==> config.mk <==
export PLATFORM = sky130hd
export DESIGN_NAME = pwm_fade_sequencer
export DESIGN_NICKNAME = d
export VERILOG_FILES = /design/src/rtl/pwm_ctrl_pkg.sv /design/src/rtl/pwm_fade_tick.sv /design/src/rtl/pwm_fade_sequencer.sv
export SDC_FILE = /design/constraint.sdc
export NUM_CORES = 1
export LEC_CHECK = 0
export CAP_MARGIN = 20
export CORE_ASPECT_RATIO = 0.7
export CORE_MARGIN = 2
export CORE_UTILIZATION = 35
export DETAILED_ROUTE_END_ITERATION = 7
export GPL_ROUTABILITY_DRIVEN = 1
export PLACE_DENSITY_LB_ADDON = 0.12
export SLEW_MARGIN = 20
export SYNTH_ARGS = -nofsm -noshare
export SYNTH_HDL_FRONTEND = slang
export SYNTH_SLANG_ARGS = --single-unit
==> constraint.sdc <==
create_clock -name clk -period 7.9 [get_ports clk]
set_input_delay 1.58 -clock clk [delete_from_list [all_inputs] [get_ports clk]]
set_output_delay 1.58 -clock clk [all_outputs]
set_load 0.02 [all_outputs]
==> src/rtl/pwm_ctrl_pkg.sv <==
// Shared definitions for the PWM fade sequencer: register map, FSM states,
// reset defaults and the saturating per-channel fade step.
package pwm_ctrl_pkg;

    localparam logic [7:0] ADDR_CH_FIRST = 8'h01;
    localparam logic [7:0] ADDR_STEP     = 8'h08;
    localparam logic [7:0] ADDR_RATE     = 8'h09;
    localparam logic [7:0] ADDR_ALL_OFF  = 8'hFF;

    localparam logic [7:0] STEP_RESET = 8'h01;
    localparam logic [7:0] RATE_RESET = 8'h00;

    typedef enum logic {
        IDLE,
        SWEEP
    } fade_state_t;

    // Move cur toward tgt by step, landing exactly on tgt instead of overshooting.
    function automatic logic [7:0] fade_next(input logic [7:0] cur,
                                             input logic [7:0] tgt,
                                             input logic [7:0] step);
        logic [8:0] diff;
        fade_next = cur;
        diff      = '0;
        if (step == '0) begin
            fade_next = tgt;
        end else if (cur < tgt) begin
            diff      = {1'b0, tgt} - {1'b0, cur};
            fade_next = (diff <= {1'b0, step}) ? tgt : cur + step;
        end else if (cur > tgt) begin
            diff      = {1'b0, cur} - {1'b0, tgt};
            fade_next = (diff <= {1'b0, step}) ? tgt : cur - step;
        end
    endfunction

endpackage

==> src/rtl/pwm_fade_tick.sv <==
// Fade tick generator: prescaler of TICK_DIV cycles followed by a rate divider,
// giving one single-cycle tick every (rate+1)*TICK_DIV cycles.
module pwm_fade_tick #(
    parameter int TICK_DIV = 6000,
    parameter int DIV_W    = 16
) (
    input  logic       clk,
    input  logic       reset,
    input  logic [7:0] i_rate,
    input  logic       i_clear,
    output logic       o_tick
);

    logic [DIV_W-1:0] r_presc;
    logic [7:0]       r_rate_cnt;
    logic             r_tick;
    logic             w_wrap;

    assign w_wrap = (r_presc == DIV_W'(TICK_DIV - 1));
    assign o_tick = r_tick;

    always_ff @(posedge clk or posedge reset) begin
        if (reset) begin
            r_presc    <= '0;
            r_rate_cnt <= '0;
            r_tick     <= 1'b0;
        end else if (i_clear) begin
            r_presc    <= '0;
            r_rate_cnt <= '0;
            r_tick     <= 1'b0;
        end else begin
            r_tick <= 1'b0;
            if (w_wrap) begin
                r_presc <= '0;
                if (r_rate_cnt == i_rate) begin
                    r_rate_cnt <= '0;
                    r_tick     <= 1'b1;
                end else begin
                    r_rate_cnt <= r_rate_cnt + 8'd1;
                end
            end else begin
                r_presc <= r_presc + DIV_W'(1);
            end
        end
    end

endmodule

==> src/rtl/pwm_fade_sequencer.sv <==
// Per-channel target/current duty registers written from the SPI decode; each
// fade tick sweeps the channels one per cycle, ramping current toward target.
module pwm_fade_sequencer
    import pwm_ctrl_pkg::*;
#(
    parameter int NUM_CH   = 7,
    parameter int TICK_DIV = 6000,
    parameter int DIV_W    = 16
) (
    input  logic                  clk,
    input  logic                  reset,
    input  logic                  wr_valid,
    input  logic [7:0]            wr_addr,
    input  logic [7:0]            wr_data,
    output logic [8*NUM_CH-1:0]   duty_out,
    output logic                  busy,
    output logic                  settled
);

    localparam int CH_W = (NUM_CH > 1) ? $clog2(NUM_CH) : 1;

    logic [7:0]      r_tgt [NUM_CH];
    logic [7:0]      r_cur [NUM_CH];
    logic [7:0]      r_step;
    logic [7:0]      r_rate;
    logic            r_wr_q;
    logic            r_settled;
    fade_state_t     r_state;
    logic [CH_W-1:0] r_idx;

    logic            w_accept;
    logic            w_all_off;
    logic            w_tgt_wr;
    logic [CH_W-1:0] w_wr_idx;
    logic            w_tick;
    logic            w_all_eq;

    // wr_valid_q resets high so a level held through reset release is not a write.
    assign w_accept  = wr_valid & ~r_wr_q;
    assign w_all_off = w_accept && (wr_addr == ADDR_ALL_OFF);
    assign w_tgt_wr  = w_accept && (wr_addr >= ADDR_CH_FIRST) && (wr_addr <= 8'(NUM_CH));
    assign w_wr_idx  = CH_W'(wr_addr - ADDR_CH_FIRST);

    pwm_fade_tick #(
        .TICK_DIV (TICK_DIV),
        .DIV_W    (DIV_W)
    ) u_tick (
        .clk     (clk),
        .reset   (reset),
        .i_rate  (r_rate),
        .i_clear (w_all_off),
        .o_tick  (w_tick)
    );

    always_comb begin
        w_all_eq = 1'b1;
        for (int unsigned i = 0; i < NUM_CH; i++) begin
            if (r_cur[i] != r_tgt[i]) begin
                w_all_eq = 1'b0;
            end
        end
    end

    always_ff @(posedge clk or posedge reset) begin
        if (reset) begin
            for (int unsigned i = 0; i < NUM_CH; i++) begin
                r_tgt[i] <= '0;
                r_cur[i] <= '0;
            end
            r_step    <= STEP_RESET;
            r_rate    <= RATE_RESET;
            r_wr_q    <= 1'b1;
            r_settled <= 1'b1;
            r_state   <= IDLE;
            r_idx     <= '0;
        end else begin
            r_wr_q    <= wr_valid;
            r_settled <= w_all_eq;
            // All-off overrides both register writes and the sweep update.
            if (w_all_off) begin
                for (int unsigned i = 0; i < NUM_CH; i++) begin
                    r_tgt[i] <= '0;
                    r_cur[i] <= '0;
                end
                r_state <= IDLE;
                r_idx   <= '0;
            end else begin
                if (w_accept) begin
                    case (wr_addr)
                        ADDR_STEP: r_step <= wr_data;
                        ADDR_RATE: r_rate <= wr_data;
                        default: begin
                            if (w_tgt_wr) begin
                                r_tgt[w_wr_idx] <= wr_data;
                            end
                        end
                    endcase
                end
                case (r_state)
                    IDLE: begin
                        if (w_tick) begin
                            r_state <= SWEEP;
                            r_idx   <= '0;
                        end
                    end
                    SWEEP: begin
                        r_cur[r_idx] <= fade_next(r_cur[r_idx], r_tgt[r_idx], r_step);
                        if (r_idx == CH_W'(NUM_CH - 1)) begin
                            r_state <= IDLE;
                            r_idx   <= '0;
                        end else begin
                            r_idx <= r_idx + CH_W'(1);
                        end
                    end
                    default: begin
                        r_state <= IDLE;
                        r_idx   <= '0;
                    end
                endcase
            end
        end
    end

    always_comb begin
        duty_out = '0;
        for (int unsigned i = 0; i < NUM_CH; i++) begin
            duty_out[8*i +: 8] = r_cur[i];
        end
    end

    assign busy    = (r_state == SWEEP);
    assign settled = r_settled;

endmodule

Yosys cells after proc, flatten, opt, wreduce, memory -nomap -nowiden
Index checks and enable logic that the tools add are counted.
{ "totals": {"ff_bits": 159, "latch_bits": 0, "mem_bits_rw": 0, "mem_bits_ro": 0, "input_bits": 19, "output_inout_bits": 58, "word_cells": 124, "memories": 0} }
{ "classes": {"n_addsub": 8, "n_mul": 0, "div_mod_pow": 0, "n_lt_le_gt_ge": 10, "eq_ne": 15, "shift": 0, "n_mux": 48, "n_bitwise": 6, "n_reduce_logical": 14} }
{ "ops": {"columns": ["op", "n"], "rows": [
  ["$mux W56", 6],
  ["$mux W8", 16],
  ["$bwmux W56", 2],
  ["$ne A8 B8 Y1", 7],
  ["$bmux W8 S3", 2],
  ["$demux W8 S3", 2],
  ["$mux W16", 2],
  ["$le A9 B8 Y1", 2],
  ["$sub A8 B8 Y9", 2],
  ["$add A16 B1 Y16 const B", 1],
  ["$eq A16 B13 Y1 const B", 1],
  ["$eq A8 B4 Y1 const B", 2],
  ["$mux W1", 13],
  ["$mux W3", 3],
  ["$reduce_and A3 Y1", 3],
  ["$add A8 B1 Y8 const B", 1],
  ["$add A8 B8 Y8", 1],
  ["$eq A8 B8 Y1", 1],
  ["$eq A8 B8 Y1 const B", 1],
  ["$ge A4 B4 Y1 const B", 2],
  ["$ge A8 B1 Y1 const B", 1],
  ["$gt A8 B8 Y1", 1],
  ["$le A8 B3 Y1 const B", 1],
  ["$logic_not A8 Y1", 1],
  ["16 further kinds", 27]
]} }

Depth between registers and ports, before layout
{ "depth": {"depth_word": 15, "depth_mapped": 27, "mapped_depth_nobuf": 24} }

Modules after synthesis
A second synthesis with hierarchy kept.
{ "hier_totals": {"hier_cells": 1086, "hier_area_um2": 10659.0} }
{ "by_module_without_submodules": {"columns": ["mod", "n_inst", "cells_each", "area_per_inst_um2", "seq_area_each_um2"], "rows": [
  ["pwm_fade_sequencer", 1, 942, 9278.9, 3357.0],
  ["pwm_fade_tick", 1, 144, 1380.1, 625.6]
]} }

Worst setup path before layout
OpenSTA, ideal clock, no wires.
{ "synth_timing": {"kind": "register to register", "from": "register r_idx[1]", "to": "register r_cur (netlist bit duty_out[15])", "setup_time_ps": 134, "t_arrival_ps": 5138, "required_ps": 7766, "path_slack_ps": 2629, "path_stages_with_launch": 25, "n_path_buf": 3, "period_less_slack_ps": 5271, "path_cell_list": "dfrtp_1 -> buf_2 -> buf_2 -> buf_4 -> mux2i_1 -> nor2_1 -> a21oi_1 -> o22ai_1 -> a31oi_1 -> ha_1 -> inv_1 -> fa_1 -> a21o_1 -> a21o_1 -> a21o_1 -> a21oi_1 -> xnor2_1 -> ha_1 -> a2111oi_0 -> o221ai_1 -> a21o_1 -> o211ai_1 -> a2111oi_2 -> a211oi_2 -> o21ai_1"} }
{ "synth_via": {"elab_chain_cells": 15, "elab_cells_between_ends": 30, "classes_between": "add/sub (4); order compare (6); mux (18); bitwise (1); reduce/logical (1)"} }
{ "synth_lines": {"columns": ["element", "line", "rtl"], "rows": [
  ["start: declaration", "pwm_fade_sequencer.sv:29", "logic [CH_W-1:0] r_idx;"],
  ["start signal: assignment", "pwm_fade_sequencer.sv:112", "r_idx <= r_idx + CH_W'(1);"],
  ["$not A3 Y4 (implied by the code) (*)", "pwm_fade_sequencer.sv:107", "r_cur[r_idx] <= fade_next(r_cur[r_idx], r_tgt[r_idx], r_step);"],
  ["$bmux W8 S3", "pwm_fade_sequencer.sv:107", null],
  ["$mux W8 (implied by the code) (2 in series)", "pwm_fade_sequencer.sv:107", null],
  ["$sub A8 B8 Y9", "pwm_ctrl_pkg.sv:31", "diff = {1'b0, cur} - {1'b0, tgt};"],
  ["$le A9 B8 Y1", "pwm_ctrl_pkg.sv:32", "fade_next = (diff <= {1'b0, step}) ? tgt : cur - step;"],
  ["$mux W8", "pwm_ctrl_pkg.sv:32", null],
  ["$mux W8", "pwm_ctrl_pkg.sv:30", "end else if (cur > tgt) begin"],
  ["$mux W8", "pwm_ctrl_pkg.sv:27", "end else if (cur < tgt) begin"],
  ["$mux W8", "pwm_ctrl_pkg.sv:25", "if (step == '0) begin"],
  ["$mux W8", "pwm_fade_sequencer.sv:99", "case (r_state)"],
  ["$mux W8", "pwm_fade_sequencer.sv:80", "if (w_all_off) begin"],
  ["$bwmux W56 (*)", "pwm_fade_sequencer.sv:107", null],
  ["$mux W56 (*)", "pwm_fade_sequencer.sv:99", null],
  ["$mux W56 (*)", "pwm_fade_sequencer.sv:80", null],
  ["end signal: indexed assignment", "pwm_fade_sequencer.sv:107", null],
  ["end: declaration", "pwm_fade_sequencer.sv:23", "logic [7:0] r_cur [NUM_CH];"]
]} }
Mark *: on every way between the ends. The rest lies on a longest branch, timed or not. The select of a mux whose other input is x is not followed.
A chain may end at the register's enable or synchronous reset.

Worst setup path after layout
{ "layout_timing": {"from": "register r_idx[1]", "to": "register r_cur (netlist bit duty_out[21])"} }
Same word-level chain as after synthesis.

==> metrics <==
status finished, final reports clean; pre-CTS setup slack 1570 ps; Num CTS Buffers 17; Antenna diodes 0; post-route setup slack 1360 ps; largest net degree at the start of global routing 100; FP Rows 52; Cells after Synth 1102; largest cells by area after synthesis dfrtp_1, mux2i_1, ha_1; Post-synth EDFFs 0; CP startpoint kind flip-flop; Max-Cap Viols 0; Leakage 5.54 nW; Final Max Slew Viols 0; vias in the first global route a little over 8000; FF-to-FF End duty_out[21]$_DFFE_PP0P_; endpoints failing setup 0; synth cell count leaders dfrtp_1, nor2_1, mux2i_1; setup slack, reg-to-reg approximately 1400 ps; Slew @ Worst Pin 942 ps; DIE HEIGHT 148 microns; drt first-iter violations 958; Num Clock Sinks 159; Yosys top cell area share 0.375; final non-filler cell total 1543; # hold bufs at CTS 0; clock slew at reported path FFs 70 ps; Hold Path Depth 1; IO Pins 77; WP buf/inv 2; slowest cell delay on critical path 740 ps; initial antenna violation count 1; aggregate global-route resource usage 0.236; Worst EP arrival between 6000 and 7000 ps; critical path's most frequent cell a21oi_1; Crit-path slowest cell dfrtp_1; r2r worst-path depth 21; CP max FO 24; Overflow after GRT 0; area of the mapped netlist 0.0104 sq mm; Power Dens Cells 487 mW/mm^2; Synth cell types 74; Yosys top cell by area dfrtp_1; Crit path depth 21; Resize count post-CTS 0; CP Cell Sequence buf_4 -> nor2_1 -> a21oi_1 -> o22ai_1 -> a31oi_1 -> inv_1 -> ha_1 -> nor2b_1 -> o21ai_0 -> nand2_1 -> a21o_1 -> a21oi_1 -> xnor2_1 -> ha_1 -> a2111oi_0 -> o221ai_1 -> a21oi_1 -> nand3_1 -> and3_1 -> o221ai_1 -> o21ai_0; via count roughly 8700; main flop type after synthesis dfrtp_1; Synth warnings 0; syn nets 1177; final period utilization 0.827; Worst Hold Launch u_tick.r_presc[0]$_DFF_PP0_; clk_lat worst skew 450 ps; Final HPWL DP 27300 microns; Final nets 1227; async set-reset flop share out of synthesis 1.00; Crit Path Class reg2reg; vias per cell 5.65; Routed WL per cell 23.4 microns; Hold Crit Class reg2reg; RSZ-0062 raised after global routing no; Fin. Hold Viols 0; root buffer cell clkbuf_16; register area share after synthesis 0.383; fmax 153 MHz; Tmin final 6540 ps; Layout fillers 2877; H-tree Lvls 4; VDD IR max ~0.26 mV; Mean Syn Cell Area ~9.4 sq um; Initial Util 0.358; worst endpoint required time 8190 ps; synth-to-layout area growth 15.8%; Final Power 5.86 mW; share of post-route cells with drive strength above 1 0.0790; routed wire length 36000 microns; Pre-antenna DRT Iters 5; first-pass GRT wire length between 50000 and 60000 microns; Max transition margin 0.372; hold path endpoint u_tick.r_presc[0]$_DFF_PP0_; worst-case clock skew 16.1 ps; placed cells 1511; Synth Register Bits 159; Die X 210 microns; remaining antenna violation count after routing 0; die area 0.0311 sq mm; Core Footprint between 0.02 and 0.03 sq mm; buffers inserted by post-CTS timing repair 0; Setup crit start r_idx[1]$_DFFE_PP0P_; maximum clock path buffer count 2; Setup Total Neg Slack 0 ps; CTS tree yes; Crit path max-delay family compound AO/OA/AOI/OAI gates; count leader, synth dfrtp_1; beginning of the worst register-to-register path r_idx[1]$_DFFE_PP0P_; crit end category flip-flop; GPL Wtd Cong 0.900; DRC Markers 0; IO buf count 76
## layout by cell type (no fill, tap or decap), types with 17 or more instances in the layout
cell type        netlist  routed
mux2i_1               80      80
xor2_1                59      59
a21oi_1               53      53
mux2_2                19      19
clkbuf_16              0      17
xnor2_1               39      39
nand2_1               51      51
nand3_1               56      56
nor4_1                18      17
clkdlybuf4s50_1        0      76
nand4_1               17      17
nor3_1                26      26
ha_1                  52      52
o21ai_0               71      71
inv_1                 44      43
dfrtp_1              156     155
o21ai_1               23      23
nor2_1               114     114
## power breakdown
| group | total, mW | internal [mW] | switching [mW] | leakage (nW) |
|---|---|---|---|---|
| sequential | 1.34 | 0.972 | 0.372 | 2.09 |
| clock | 0.797 | 0.433 | 0.364 | 0.267 |
| combinational | 3.72 | 1.49 | 2.23 | 3.19 |
## registers in the layout, indices dropped and copies added, names as in the netlist
name / count
duty_out: 56
r_wr_q: 1
settled: 1
u_tick.r_rate_cnt: 8
r_idx: 3
u_tick.o_tick: 1
u_tick.r_presc: 16
busy: 1
r_rate: 8
r_tgt: 56
r_step: 8
## layer usage
layer	GRT usage	share of wire	vias up
li1	-	-	4055
met1	0.386	0.52	4300
met2	0.298	0.38	315
met3	0.0541	0.083	42
met4	0.0624	0.015	0
met5	0	0	-
## worst max path at each step
stage	endpoint	slack, ps
after global routing	duty_out[13]$_DFFE_PP0P_	790
after CTS	duty_out[37]$_DFFE_PP0P_	1530
after detailed placement	duty_out[37]$_DFFE_PP0P_	1570
after global placement	duty_out[5]$_DFFE_PP0P_	1460
final	duty_out[21]$_DFFE_PP0P_	1360
after floorplan	busy$_DFF_PP0_	2030
## area by class of cell
class                           count  area (sq um)  area share
Clock buffer                       23           478      0.0397
Clock inverter                      9          75.1     0.00623
Inverter                           46           178      0.0148
Multi-Input combinational cell    841          6010       0.499
Sequential cell                   159          3980       0.331
Tap cell                          378           473      0.0393
Timing Repair Buffer               87           843      0.0700
## metrics by stage
step	area (sq um)	utilization	hold WS [ps]
global route	12000	0.414	505
floorplan	10400	-	448
CTS	12000	0.414	488
detailed placement	11500	0.395	479
finish	12000	0.414	487
global placement	11500	0.395	483
## cell families after synthesis
kind of cell,count (synthesis),synth area share
AND/OR/NAND/NOR,341,0.159
AO/OA/AOI/OAI,236,0.146
multiplexers,108,0.116
adder cells (fa/ha/maj),56,0.0702
flip-flops,159,0.383
buffers and inverters,102,0.0408
XOR/XNOR,100,0.0856
Note: power is estimated with default switching activity, not from simulation.
